===== src/rtl/active_list.sv =====
// In-order active list: decode allocates at tail, writeback marks entries done,
// and the head retires in program order, returning the old physical register.
module active_list #(
    parameter int FREE_LIST_WIDTH = 3,
    parameter int VREG_WIDTH      = 5,
    parameter int PREG_WIDTH      = 6
) (
    input  logic                       clk,
    input  logic                       rst,
    input  logic                       global_flush,
    input  logic                       alloc_req,
    input  logic                       alloc_wb_reg,
    input  logic [VREG_WIDTH-1:0]      alloc_vreg,
    input  logic [PREG_WIDTH-1:0]      alloc_preg,
    input  logic [PREG_WIDTH-1:0]      alloc_old_preg,
    output logic [FREE_LIST_WIDTH-1:0] alloc_index,
    output logic                       full,
    output logic                       empty,
    input  logic                       complete_valid,
    input  logic [FREE_LIST_WIDTH-1:0] complete_index,
    input  logic                       complete_exception,
    output logic                       retire_valid,
    output logic [FREE_LIST_WIDTH-1:0] retire_index,
    output logic                       retire_wb_reg,
    output logic [VREG_WIDTH-1:0]      retire_vreg,
    output logic [PREG_WIDTH-1:0]      retire_preg,
    output logic [PREG_WIDTH-1:0]      retire_free_preg,
    output logic                       exception_flush
);

    localparam int DEPTH = 1 << FREE_LIST_WIDTH;
    localparam int CW    = FREE_LIST_WIDTH + 1;

    logic [DEPTH-1:0]           valid_reg;
    logic [DEPTH-1:0]           done_reg;
    logic [DEPTH-1:0]           exc_reg;
    logic [DEPTH-1:0]           wb_reg_reg;
    logic [VREG_WIDTH-1:0]      vreg_reg     [DEPTH];
    logic [PREG_WIDTH-1:0]      preg_reg     [DEPTH];
    logic [PREG_WIDTH-1:0]      old_preg_reg [DEPTH];
    logic [FREE_LIST_WIDTH-1:0] head_reg;
    logic [FREE_LIST_WIDTH-1:0] tail_reg;
    logic [CW-1:0]              count_reg;

    logic             do_alloc;
    logic             do_retire;
    logic             do_exc_retire;
    logic [DEPTH-1:0] alloc_sel;
    logic [DEPTH-1:0] complete_sel;
    logic [DEPTH-1:0] retire_sel;

    assign full          = (count_reg == CW'(DEPTH));
    assign empty         = (count_reg == '0);
    assign alloc_index   = tail_reg;
    assign do_alloc      = alloc_req && !full;
    assign do_retire     = valid_reg[head_reg] && done_reg[head_reg];
    assign do_exc_retire = do_retire && exc_reg[head_reg];

    // Completions only land on live entries; a stale index from writeback is dropped.
    genvar gi;
    generate
        for (gi = 0; gi < DEPTH; gi++) begin : g_sel
            assign alloc_sel[gi]    = do_alloc && (tail_reg == FREE_LIST_WIDTH'(gi));
            assign complete_sel[gi] = complete_valid && valid_reg[gi] &&
                                      (complete_index == FREE_LIST_WIDTH'(gi));
            assign retire_sel[gi]   = do_retire && (head_reg == FREE_LIST_WIDTH'(gi));
        end
    endgenerate

    always_ff @(posedge clk or posedge rst) begin
        if (rst) begin
            valid_reg  <= '0;
            done_reg   <= '0;
            exc_reg    <= '0;
            wb_reg_reg <= '0;
            for (int i = 0; i < DEPTH; i++) begin
                vreg_reg[i]     <= '0;
                preg_reg[i]     <= '0;
                old_preg_reg[i] <= '0;
            end
            head_reg  <= '0;
            tail_reg  <= '0;
            count_reg <= '0;
        end else if (global_flush || do_exc_retire) begin
            // A trapping instruction squashes everything younger, including this cycle's alloc.
            valid_reg  <= '0;
            done_reg   <= '0;
            exc_reg    <= '0;
            wb_reg_reg <= '0;
            head_reg   <= '0;
            tail_reg   <= '0;
            count_reg  <= '0;
        end else begin
            for (int i = 0; i < DEPTH; i++) begin
                if (retire_sel[i]) begin
                    valid_reg[i]  <= 1'b0;
                    done_reg[i]   <= 1'b0;
                    exc_reg[i]    <= 1'b0;
                    wb_reg_reg[i] <= 1'b0;
                end else if (complete_sel[i]) begin
                    done_reg[i] <= 1'b1;
                    exc_reg[i]  <= complete_exception;
                end
                if (alloc_sel[i]) begin
                    valid_reg[i]    <= 1'b1;
                    done_reg[i]     <= 1'b0;
                    exc_reg[i]      <= 1'b0;
                    wb_reg_reg[i]   <= alloc_wb_reg;
                    vreg_reg[i]     <= alloc_vreg;
                    preg_reg[i]     <= alloc_preg;
                    old_preg_reg[i] <= alloc_old_preg;
                end
            end
            if (do_retire) begin
                head_reg <= head_reg + 1'b1;
            end
            if (do_alloc) begin
                tail_reg <= tail_reg + 1'b1;
            end
            count_reg <= count_reg + CW'(do_alloc) - CW'(do_retire);
        end
    end

    always_ff @(posedge clk or posedge rst) begin
        if (rst) begin
            retire_valid     <= 1'b0;
            retire_index     <= '0;
            retire_wb_reg    <= 1'b0;
            retire_vreg      <= '0;
            retire_preg      <= '0;
            retire_free_preg <= '0;
            exception_flush  <= 1'b0;
        end else if (global_flush || !do_retire) begin
            retire_valid     <= 1'b0;
            retire_index     <= '0;
            retire_wb_reg    <= 1'b0;
            retire_vreg      <= '0;
            retire_preg      <= '0;
            retire_free_preg <= '0;
            exception_flush  <= 1'b0;
        end else begin
            retire_valid     <= 1'b1;
            retire_index     <= head_reg;
            retire_wb_reg    <= wb_reg_reg[head_reg];
            retire_vreg      <= vreg_reg[head_reg];
            retire_preg      <= preg_reg[head_reg];
            retire_free_preg <= old_preg_reg[head_reg];
            exception_flush  <= exc_reg[head_reg];
        end
    end

endmodule


===== config.mk =====
export PLATFORM = sky130hd
export DESIGN_NAME = active_list
export DESIGN_NICKNAME = d
export VERILOG_FILES = /design/src/rtl/active_list.sv
export SDC_FILE = /design/constraint.sdc
export NUM_CORES = 1
export LEC_CHECK = 0
export CORE_ASPECT_RATIO = 1.25
export CORE_MARGIN = 4
export CORE_UTILIZATION = 45
export CTS_CLUSTER_DIAMETER = 120
export DETAILED_ROUTE_END_ITERATION = 10
export GPL_TIMING_DRIVEN = 0
export PLACE_DENSITY = 0.66
export SYNTH_ARGS = -nofsm -noshare
export SYNTH_HDL_FRONTEND = slang
export SYNTH_SLANG_ARGS = --single-unit

===== constraint.sdc =====
create_clock -name clk -period 13.55 [get_ports clk]
set_input_delay 2.0325 -clock clk [delete_from_list [all_inputs] [get_ports clk]]
set_output_delay 2.0325 -clock clk [all_outputs]
set_load 0.005 [all_outputs]

### After elaboration in Yosys (flattened, before gate mapping)

Index checks and enable logic that the tools add are counted.

* word-level logic and storage cells: 270
* register bits: 201

* $add $sub $neg: 4
* mux-type cells: 105
* bitwise operators: 2
* reductions and logical operators: 69
* order comparisons: 2
* eq/ne operators: 22

Operators with widths (count)
* $mux W1: 79
* $bmux W6 S3: 2
* $eq A3 B3 Y1 const B: 12
* $mux W6: 6
* $logic_and A1 B1 Y1: 35
* $mux W8: 4
* $reduce_bool A4 Y1: 8
* $reduce_bool A3 Y1: 8
* $eq A3 B2 Y1 const B: 6
* $reduce_and A2 Y1: 8
* $bmux W5 S3: 1
* $mux W3: 5
* $mux W5: 3
* $bmux W1 S3: 4
* $eq A3 B1 Y1 const B: 3
* $logic_not A3 Y1: 3
* $add A3 B1 Y3 const B: 2
* $add A4 B1 Y4: 1
* $eq A4 B4 Y1 const B: 1
* $ge A4 B4 Y1 const B: 1
* $logic_not A4 Y1: 1
* $lt A3 B4 Y1 const B: 1
* $mux W4: 1
* $not A3 Y4: 1
* other kinds (5): 8

### Logic depth before layout (Yosys ltp)

* depth after elaboration: 7
* mapped depth: 13
* mapped depth without buffers: 12

### Worst setup path before layout

Ideal clock, no wire load.

* kind: input-to-reg
* from: input alloc_req
* to: register count_reg[2]
* data required time: 13429 ps
* setup slack: 9770 ps
* setup time: 121 ps
* stages on the path: 9
* arrival time: 3659 ps
* cells stage by stage: and2_1 > buf_1 > inv_1 > ha_1 > inv_1 > ha_1 > fa_1 > xnor2_1 > nor2_1

* longest elaborated chain between the ends: 4

Ends and longest elaborated chain
* start, declared: RTL line 11 `input logic alloc_req,`
* $logic_and A1 B1 Y1: RTL line 55 `assign do_alloc = alloc_req && !full;`
* $add A4 B1 Y4: RTL line 120 `count_reg <= count_reg + CW'(do_alloc) - CW'(do_retire);`
* $sub A4 B1 Y4: RTL line 120
* $mux W4: RTL line 84 `end else if (global_flush || do_exc_retire) begin`
* end signal, assigned: RTL line 120
* end, declared: RTL line 43 `logic [CW-1:0] count_reg;`

No other way between the ends.
A chain may end at the register's enable or synchronous reset.

### Worst setup path in the final report

* from: register count_reg[2]
* to: output full

* longest elaborated chain between the ends: 1

Ends and longest elaborated chain
* $eq A4 B4 Y1: RTL line 52 `assign full = (count_reg == CW'(DEPTH));`
* end, declared: RTL line 17 `output logic full,`

No other way between the ends.

==> impl_metrics.yaml <==
power_and_ir_drop:
  ir_drop_v: 0.000117
  power_mw: 2.09
  p_leak_nw: 4.73
  p_per_area_mw_per_mm2: 189
synth:
  synth_cells: 820
  synth.avg_cell_area_um2: 11.7
  synthMuxAreaShare: 0.151
  syn_nets: 866
  synth_edf_count: 0
  ys_warn_count: 0
  ys_ff_latch: 201
  synth_top_family_by_area: "multiplexers"
  synth_compound_gate_area_share: 0.138
  synth.distinct_cells: 44
  ys_async_sr_fraction: 1.00
  synth_xor_area_frac: 0.00275
  synth_area_mm2: 0.00956
  synthAdderAreaFrac: 0.0257
  synthFlopType: "dfrtp_1"
  ys_seq_area_frac: 0.526
  synthSimpleGateAreaFrac: 0.112
route:
  route.detailed.drc: 0
  antenna_left: 0
  vias: 6735
  drt-initial-drc-count: 477
  drt-total-wl_mm: 25.4
  dr.pass1.iters: 4
  via_per_inst: 5.76
  wl_per_cell_um: 21.7
timing:
  fmax_ghz: 0.237
  fin_skew_ns: 0.00764
  setup_viol: 0
  tns_ns: 0
  maxSlewViolCount: 0
  rsz0062_at_grt: "false"
  tightestPinTransition_ns: 1.06
  maxSlewHeadroom: 0.293
  finalCritPeriodShare: 0.311
  hold_violations: 0
  fin_crit_ns: 4.21
  whs_ns: 0.482
placed_design:
  port_buffers: 35
  gp_congestion: 0.817
  dpl.hpwl_mm: 16.8
cts:
  clockBufferDepth: 3
  htreeDepth: 1
  cts_tree: "yes"
  clk_latency_ns: 0.50
  cts_num_sinks: 201
  cts-hold-fix-buffers: 0
  cts-buffers-inserted: 22
  post_cts_buffers: 0
  cts_root_buf: "clkbuf_16"
  cts.clk_slew.worst_paths_ns: 0.06
  postCtsResizedCells: 0
global_route:
  antenna_found_initial: 0
  grtUsageTotal: 0.216
  grt_overflow: 0
  grt_max_degree: 103
  grt_pass1_vias: 7191
  grt_pass1_wl_mm: 40.4
setup_path:
  required_ns: 11.52
  crit_fanout: 5
  crit_path_end_kind: "output pin"
  worstPathArrival_ns: 2.18
  path_class: "flop to output pin"
  worst_setup_path_start_kind: "flop"
status:
  status: "completed"
floorplan:
  fp-row-count: 59
  start_util: 0.458
  io_pins: 55
  die_w_um: 138
  core_mm2: 0.0209
  die_area_mm2: 0.0236
  die_h_um: 171
flow_run:
  maxCapViolCount: 0
cells_and_area:
  n_antenna_cell: 0
  fill_cells: 1819
  syn2layout_area_growth_pct: 15.6
  drive_gt1_frac: 0.163
  fin_nets: 926
worst_hold_path:
  hold_path_class: "flop to flop"
-- report_power, final --
group,switching [mW],internal [mW],leakage [nW]
sequential,0.119,0.804,2.63
clock,0.240,0.389,0.370
combinational,0.240,0.293,1.73
-- worst paths after layout --
kind | start | to | slack (ns) | cells past startpoint
worst max-delay path | count_reg[2]$_DFF_PP0_ | full | 9.34 | 5
worst min-delay path | old_preg_reg[16]$_DFFE_PP0P_ | old_preg_reg[16]$_DFFE_PP0P_ | 0.48 | 1
worst max register to register | head_reg[0]$_DFFE_PP0P_ | retire_wb_reg$_DFF_PP0_ | 10.43 | 8
worst min register to register | old_preg_reg[16]$_DFFE_PP0P_ | old_preg_reg[16]$_DFFE_PP0P_ | 0.48 | 1
max in group asynchronous | rst | vreg_reg[18]$_DFFE_PP0P_ | 10.57 | 3
min in group asynchronous | rst | count_reg[2]$_DFF_PP0_ | 2.06 | 2
-- Yosys cell counts (3+ instances only) --
cell       number  area share
dfrtp_1       201        0.53
nand2_1       154       0.060
o2bb2ai_1     102       0.093
a21oi_1        38       0.020
mux4_2         38       0.090
clkbuf_1       32       0.013
buf_1          24      0.0094
nand3_1        23       0.012
mux2_4         20       0.031
buf_2          19      0.0099
ha_1           18       0.024
inv_1          18      0.0071
nor2_1         17      0.0067
mux2_2         14       0.016
nor3_1         14      0.0073
mux2i_1        13       0.014
and2_1         10      0.0065
and3_1          8      0.0052
a31oi_1         6      0.0039
o21ai_2         6      0.0055
nor2b_1         5      0.0033
nand2b_1        4      0.0026
a211oi_1        3      0.0024
buf_6           3      0.0035
nand3b_1        3      0.0024
nand4_1         3      0.0020
xnor2_1         3      0.0027
-- cells in the final DEF, fill, tap and decap left out, drive strengths merged, types with 3 or more instances in the layout --
cell             n
nand3b           3
a21oi           38
and3             8
mux2            34
clkdlybuf4s50   35
nand2b           4
a211oi           3
mux4            38
xnor2            3
and2            10
nor2b            5
buf             48
nand3           23
bufinv           3
dfrtp          201
o21ai           10
nor3            14
nand2          154
ha              18
clkinv           3
nor2            18
o2bb2ai        102
a31oi            6
nand4            3
mux2i           13
clkbuf          65
inv             20
-- per-layer routing --
layer  global-route usage  part of all wire  up-vias
met5                    0                 0        -
met4               0.0795             0.033        0
met3               0.0355             0.059       58
met2                0.366              0.49      228
met1                0.283              0.42     3396
li1                     -                 -     3053
-- area by class of cell --
cell class / instances / area [um^2] / share of cell area
multi-input combinational: 519 / 4100 / 0.371
inverter: 21 / 86.3 / 0.00782
buffer: 79 / 347 / 0.0314
clock inverter: 6 / 108 / 0.00974
clock buffer: 33 / 653 / 0.0591
sequential: 201 / 5030 / 0.455
timing repair buffer: 36 / 378 / 0.0342
tap: 274 / 343 / 0.0310
-- stage by stage --
stage	util	cells	setup slack, ns	cell area [um^2]
4_1_cts	0.529	1169	9.31	11000
2_1_floorplan	-	820	6.04	9560
6_report	0.529	1169	9.34	11000
5_1_grt	0.529	1169	9.15	11000
3_5_place_dp	0.492	1130	8.86	10300
3_3_place_gp	0.491	1129	3.25	10300
-- worst max-delay path, stage by stage, from the launching register on --
cell and delay [ns]:
dfrtp_1 0.36, inv_1 0.11, ha_1 0.15, or3b_2 0.50, inv_1 0.08, clkdlybuf4s50_1 0.49
-- logic make-up (layout without fill, tap and decap cells) --
| logic type | Yosys count | after routing |
|---|---|---|
| compound gates | 166 | 166 |
| buf+inv | 100 | 175 |
| flops | 201 | 201 |
| xor+xnor | 3 | 3 |
| simple gates | 246 | 246 |
| mux | 85 | 85 |
| fa+ha+maj | 19 | 19 |
No activity file was read; power rests on OpenSTA's default activity.
